## config.mk

```make
export PLATFORM = sky130hd
export DESIGN_NAME = i2s_master_ctrl
export DESIGN_NICKNAME = d
export VERILOG_FILES = /design/src/rtl/i2s_pkg.sv /design/src/rtl/i2s_sck_gen.sv /design/src/rtl/i2s_master_ctrl.sv
export SDC_FILE = /design/constraint.sdc
export NUM_CORES = 1
export LEC_CHECK = 0
export CAP_MARGIN = 20
export CORE_MARGIN = 2
export CORE_UTILIZATION = 58
export CTS_BUF_LIST = sky130_fd_sc_hd__clkbuf_4 sky130_fd_sc_hd__clkbuf_8
export DETAILED_ROUTE_END_ITERATION = 7
export GPL_TIMING_DRIVEN = 0
export PLACE_DENSITY = 0.86
export SETUP_SLACK_MARGIN = 0.3
export SLEW_MARGIN = 20
export SYNTH_ARGS = -nofsm -noshare
export SYNTH_HDL_FRONTEND = slang
export SYNTH_SLANG_ARGS = --single-unit
export TNS_END_PERCENT = 5
```

## constraint.sdc

```tcl
create_clock -name clk -period 6.4 [get_ports clk]
set_input_delay 1.28 -clock clk [delete_from_list [all_inputs] [get_ports clk]]
set_output_delay 1.28 -clock clk [all_outputs]
set_load 0.02 [all_outputs]
```

## src/rtl/i2s_pkg.sv

```systemverilog
// Shared types and constants for the I2S capture master.
package i2s_pkg;

   typedef enum logic [1:0] {
      ST_IDLE  = 2'd0,
      ST_RUN   = 2'd1,
      ST_DRAIN = 2'd2
   } state_t;

   localparam int DEF_WIDTH = 24;
   localparam int DEF_DIV_W = 8;

   // Channel carried by a slot, as seen on ws_o.
   localparam logic CH_LEFT  = 1'b0;
   localparam logic CH_RIGHT = 1'b1;

endpackage

```

## src/rtl/i2s_sck_gen.sv

```systemverilog
// SCK generator: latched half-period divider producing sck_o and the
// single-cycle rise/fall event strobes that pace the receive sequencer.
module i2s_sck_gen
   import i2s_pkg::*;
#(
   parameter int DIV_W = DEF_DIV_W
) (
   input  logic             clk,
   input  logic             reset_n,
   input  logic             start,
   input  logic             run,
   input  logic [DIV_W-1:0] div,
   output logic             sck_o,
   output logic             rise,
   output logic             fall
);

   logic [DIV_W-1:0] div_l_q, div_l_d;
   logic [DIV_W-1:0] div_cnt_q, div_cnt_d;
   logic             sck_q, sck_d;
   logic             wrap;

   // Events are flagged in the cycle before sck_o actually changes.
   assign wrap  = run && (div_cnt_q == div_l_q);
   assign rise  = wrap && !sck_q;
   assign fall  = wrap && sck_q;
   assign sck_o = sck_q;

   always_comb begin
      div_l_d   = div_l_q;
      div_cnt_d = div_cnt_q;
      sck_d     = sck_q;
      if (start) begin
         div_l_d   = div;
         div_cnt_d = '0;
         sck_d     = 1'b0;
      end else if (!run) begin
         div_cnt_d = '0;
         sck_d     = 1'b0;
      end else if (wrap) begin
         div_cnt_d = '0;
         sck_d     = ~sck_q;
      end else begin
         div_cnt_d = div_cnt_q + 1'b1;
      end
   end

   always_ff @(posedge clk or negedge reset_n) begin
      if (!reset_n) begin
         div_l_q   <= '0;
         div_cnt_q <= '0;
         sck_q     <= 1'b0;
      end else begin
         div_l_q   <= div_l_d;
         div_cnt_q <= div_cnt_d;
         sck_q     <= sck_d;
      end
   end

endmodule

```

## src/rtl/i2s_master_ctrl.sv

```systemverilog
// I2S receive master: drives SCK/WS, deserialises SD into stereo pairs and
// presents them on valid/ready with sticky overrun reporting.
module i2s_master_ctrl
   import i2s_pkg::*;
#(
   parameter int WIDTH = DEF_WIDTH,
   parameter int DIV_W = DEF_DIV_W
) (
   input  logic             clk,
   input  logic             reset_n,
   input  logic             enable,
   input  logic [DIV_W-1:0] div,
   output logic             sck_o,
   output logic             ws_o,
   input  logic             sd_i,
   output logic [WIDTH-1:0] left_data,
   output logic [WIDTH-1:0] right_data,
   output logic             sample_valid,
   input  logic             sample_ready,
   output logic             overrun,
   input  logic             overrun_clr,
   output logic             busy
);

   localparam int               CNT_W    = $clog2(WIDTH);
   localparam logic [CNT_W-1:0] LAST_BIT = CNT_W'(WIDTH - 1);

   state_t             state_q, state_d;
   logic [CNT_W-1:0]   bit_cnt_q, bit_cnt_d;
   logic               ws_q, ws_d;
   // The oldest bit is never needed again, so only WIDTH-1 bits are kept.
   logic [WIDTH-2:0]   shift_q, shift_d;
   logic [WIDTH-1:0]   left_hold_q, left_hold_d;
   logic [WIDTH-1:0]   left_data_q, left_data_d;
   logic [WIDTH-1:0]   right_data_q, right_data_d;
   logic               valid_q, valid_d;
   logic               overrun_q, overrun_d;
   logic               start, run, rise, fall, pair_done, slot_ch;
   logic [WIDTH-1:0]   word;

   assign start   = (state_q == ST_IDLE) && enable;
   assign run     = (state_q != ST_IDLE);
   assign word    = {shift_q, sd_i};
   assign slot_ch = ~ws_q;

   i2s_sck_gen #(.DIV_W(DIV_W)) u_sck_gen (
      .clk     (clk),
      .reset_n (reset_n),
      .start   (start),
      .run     (run),
      .div     (div),
      .sck_o   (sck_o),
      .rise    (rise),
      .fall    (fall)
   );

   always_comb begin
      state_d      = state_q;
      bit_cnt_d    = bit_cnt_q;
      ws_d         = ws_q;
      shift_d      = shift_q;
      left_hold_d  = left_hold_q;
      left_data_d  = left_data_q;
      right_data_d = right_data_q;
      valid_d      = valid_q;
      overrun_d    = overrun_q;
      pair_done    = 1'b0;

      case (state_q)
         ST_IDLE: if (enable) begin
            state_d   = ST_RUN;
            bit_cnt_d = CNT_W'(1);
            ws_d      = CH_LEFT;
         end
         ST_RUN: if (!enable) state_d = ST_DRAIN;
         // bit_cnt==0 with ws low only occurs right after a right word lands.
         ST_DRAIN: if (fall && (bit_cnt_q == '0) && (ws_q == CH_LEFT)) state_d = ST_IDLE;
         default: state_d = ST_IDLE;
      endcase

      if (rise) begin
         shift_d = word[WIDTH-2:0];
         if (bit_cnt_q == '0) begin
            if (slot_ch == CH_LEFT) left_hold_d = word;
            else if (slot_ch == CH_RIGHT) pair_done = 1'b1;
         end
      end

      if (fall) begin
         if (bit_cnt_q == LAST_BIT) begin
            bit_cnt_d = '0;
            ws_d      = ~ws_q;
         end else begin
            bit_cnt_d = bit_cnt_q + 1'b1;
         end
      end

      if (valid_q && sample_ready) valid_d = 1'b0;
      if (overrun_clr) overrun_d = 1'b0;
      // A pair landing while the previous one is still unconsumed is dropped.
      if (pair_done) begin
         if (!valid_q || sample_ready) begin
            left_data_d  = left_hold_q;
            right_data_d = word;
            valid_d      = 1'b1;
         end else begin
            overrun_d = 1'b1;
         end
      end
   end

   always_ff @(posedge clk or negedge reset_n) begin
      if (!reset_n) begin
         state_q      <= ST_IDLE;
         bit_cnt_q    <= '0;
         ws_q         <= 1'b0;
         shift_q      <= '0;
         left_hold_q  <= '0;
         left_data_q  <= '0;
         right_data_q <= '0;
         valid_q      <= 1'b0;
         overrun_q    <= 1'b0;
      end else begin
         state_q      <= state_d;
         bit_cnt_q    <= bit_cnt_d;
         ws_q         <= ws_d;
         shift_q      <= shift_d;
         left_hold_q  <= left_hold_d;
         left_data_q  <= left_data_d;
         right_data_q <= right_data_d;
         valid_q      <= valid_d;
         overrun_q    <= overrun_d;
      end
   end

   assign ws_o         = ws_q;
   assign left_data    = left_data_q;
   assign right_data   = right_data_q;
   assign sample_valid = valid_q;
   assign overrun      = overrun_q;
   assign busy         = run;

endmodule

```

==> impl_metrics.env <==
export IMPL_cts_repair_resized=0
export IMPL_grt_ovfl_total=0
export IMPL_p_leak_nw=3.11
export IMPL_synth_compound_area_share_pct=0.918
export IMPL_r2r_cells=8
export IMPL_async_flop_share_pct=100
export IMPL_io_pins=67
export IMPL_netlist_area_sq_mm=0.00504
export IMPL_path_max_fanout=9
export IMPL_synth_ff_type="dfrtp_1"
export IMPL_multi_input_area_sq_mm=0.00186
export IMPL_dpl_instance_area_sq_mm=0.00587
export IMPL_drv_slew=0
export IMPL_worstSetupPathType="reg2out"
export IMPL_dp_hpwl_um=5930
export IMPL_reg2reg_to="left_data[5]"
export IMPL_num_nets_final=429
export IMPL_slew_headroom_pct=64.7
export IMPL_synth_avg_cell_area_sq_um=15.5
export IMPL_seq_area_sq_mm=0.00305
export IMPL_synth_top_area_share_pct=60.5
export IMPL_dr_pass1_iters=4
export IMPL_num_antenna_cells=0
export IMPL_grtUsageTotal_pct=20.6
export IMPL_cpMaxStageDelayCell="clkdlybuf4s50_1"
export IMPL_numCtsBuffers=17
export IMPL_hold_depth=1
export IMPL_ys_warn_count=0
export IMPL_hold_viol_final=0
export IMPL_drive_gt1_share_pct=32.0
export IMPL_cp_num_cells=3
export IMPL_cts_hold_buf=0
export IMPL_cts_sinks=122
export IMPL_ff2ff_setup_slack_ps=4030
export IMPL_route_met3_wl_um=374
export IMPL_met1_length_um=4250
export IMPL_rsz0062_at_grt="no"
export IMPL_grt_pass1_vias=2985
export IMPL_rows=34
export IMPL_clk_pin_slew_ps=80
export IMPL_design_area_sq_mm=0.00637
export IMPL_cts_htree_levels=4
export IMPL_die_area_sq_mm=0.00946
export IMPL_timing_rr_start="bit_cnt_q[0]"
export IMPL_initial_core_util_pct=58.7
export IMPL_ys_seq_area_share_pct=60.5
export IMPL_cts_buffer_depth=2
export IMPL_final_common_cell="dfrtp_1"
export IMPL_syn_inst=326
export IMPL_routed_via_count=2898
export IMPL_yosys_cell_types_count=41
export IMPL_drt_wirelength_per_cell_um=17.1
export IMPL_synth_adder_area_share_pct=0.744
export IMPL_dr_max_layer_used="met4"
export IMPL_ir_drop_v=0.000223
export IMPL_cts_setup_buffers=0
export IMPL_yosys_register_bits=122
export IMPL_drc_errors=0
export IMPL_ant_nets=0
export IMPL_routed_wl_um=9120
export IMPL_status="finished clean"
export IMPL_synth_xor_area_share_pct=2.43
export IMPL_cts_tree="built"
export IMPL_worstPathRequired_ps=5120
export IMPL_crit_path_cell_trace="nor2_2 > inv_1 > clkdlybuf4s50_1"
export IMPL_yosysTopAreaCell="dfrtp_1"
export IMPL_viasPerCell=5.44
export IMPL_mostFrequentLayoutCells="dfrtp_1 (122), clkdlybuf4s50_1 (65), mux2_2 (63)"
export IMPL_clockRootBuffer="clkbuf_8"
export IMPL_antenna_found_initial=0
export IMPL_die_w_um=97.2
export IMPL_worstMarginPinSlew_ps=525
export IMPL_drt_initial_drc_count=86
export IMPL_worstSkewPairLatency_ps=430
export IMPL_powerDensity_mw_per_mm2=300
export IMPL_hold_path_startpoint="left_data[9]"
export IMPL_grt_max_degree=78
export IMPL_hold_path_class="reg2reg"
export IMPL_area_delta_synth_final_pct=26.3
export IMPL_cp_top_family="buffers and inverters"
export IMPL_yosys_top_cells_area="dfrtp_1 (61%), mux2_2 (14%), mux2_4 (6.0%)"
export IMPL_synth_simple_area_share_pct=7.15
export IMPL_synth_edf_count=0
export IMPL_io_buffers=66
export IMPL_grt_pass1_wl_um=15300
export IMPL_end_kind="output pin"
export IMPL_skew_ps=12.7
export IMPL_cp_slowest_stage_delay_ps=570
export IMPL_die_h_um=97.2
export IMPL_start_kind="flip-flop"
export IMPL_cp_num_buf_inv=2
export IMPL_max_cap_violations=0
export IMPL_muxShareOfSynthArea_pct=25.7
export IMPL_arrival_ps=1950
export IMPL_hold_path_endpoint="left_data[9]"
export IMPL_coreArea_sq_mm=0.00859
export IMPL_dr_wl_met2_um=4410
export IMPL_n_fill_cell=533
export IMPL_finish_utilization_pct=74.1
export IMPL_synth_top_family_by_area="multiplexers"
export IMPL_setup_viol=0
export IMPL_place_congestion=0.792
export IMPL_period_needed_ps=3230
export IMPL_finalCritPeriodShare_pct=50.5
export IMPL_syn_nets=343
export IMPL_max_freq_mhz=309
==> synth_stat cells (2+ instances only) <==
library cell / number
buf_2: 4
ha_1: 3
nor2b_1: 3
and3_1: 2
inv_1: 4
or4_1: 2
nor2_1: 2
nor3_1: 8
nand3_1: 3
mux2i_1: 6
buf_4: 2
dfrtp_1: 122
mux2_4: 20
mux2_2: 63
buf_6: 5
nor3b_1: 3
xor2_1: 4
nand4_1: 6
and4_1: 2
xnor2_1: 10
nand2_1: 11
a21oi_1: 3
mux2_1: 20
==> layer usage <==
layer / GRT usage, % / up-vias
li1: - / 1333
met1: 28.1 / 1479
met2: 32.6 / 72
met3: 6.04 / 14
met4: 6.41 / 0
met5: 0 / -
==> through the flow <==
| step | total power, W | std cells | worst slack (ps) | hold WS [ps] | TNS, ps |
|---|---|---|---|---|---|
| after floorplan | 0.00101 | 326 | 4000 | 458 | 0 |
| after global placement | 0.00107 | 500 | -436 | 466 | -52530 |
| after detailed placement | 0.00108 | 501 | 3350 | 471 | 0 |
| after CTS | 0.00192 | 533 | 3120 | 491 | 0 |
| after global routing | 0.00199 | 533 | 3070 | 509 | 0 |
| final | 0.00191 | 533 | 3170 | 485 | 0 |
==> report_power, final <==
group	internal, W	total, W	switching (W)
clock	0.000528	0.000844	0.000316
sequential	0.000818	0.000862	0.0000442
combinational	0.0000955	0.000202	0.000106
==> area by class of cell <==
cell class / count / share of cell area (%)
well taps: 108 / 2.12
multi-input cells: 186 / 29.2
plain buffers: 14 / 1.77
repair buffers: 67 / 10.8
flip-flops and latches: 122 / 47.9
clock inverters: 13 / 3.75
inverters: 4 / 0.236
clock buffers: 19 / 4.11
==> cell families (layout without fill, tap and decap cells) <==
| logic type | count (synthesis) | after routing |
|---|---|---|
| AOI/OAI and AO/OA | 7 | 7 |
| xor gates and xnor gates | 14 | 14 |
| adders and majority gates | 3 | 3 |
| buffers and inverters | 18 | 117 |
| DFF | 122 | 122 |
| muxes | 109 | 109 |
| and+or+nand+nor | 53 | 53 |
==> state kept, by name (all words and copies together) (netlist names) <==
name,cells
sample_valid,1
left_data,24
left_hold_q,24
u_sck_gen.div_cnt_q,8
right_data,24
u_sck_gen.sck_o,1
bit_cnt_q,5
state_q,2
ws_o,1
shift_q,23
u_sck_gen.div_l_q,8
overrun,1
==> how the worst max path moves through the flow <==
| stage | startpoint | slack, ps | to |
|---|---|---|---|
| after floorplan | sample_ready | 4000 | left_data[0] |
| after global placement | reset_n | -440 | u_sck_gen.div_cnt_q[1] |
| after detailed placement | sample_ready | 3350 | left_data[4] |
| after CTS | state_q[0] | 3120 | busy |
| after global routing | state_q[0] | 3070 | busy |
| final | state_q[0] | 3170 | busy |
Note: power is estimated with default switching activity, not from simulation.
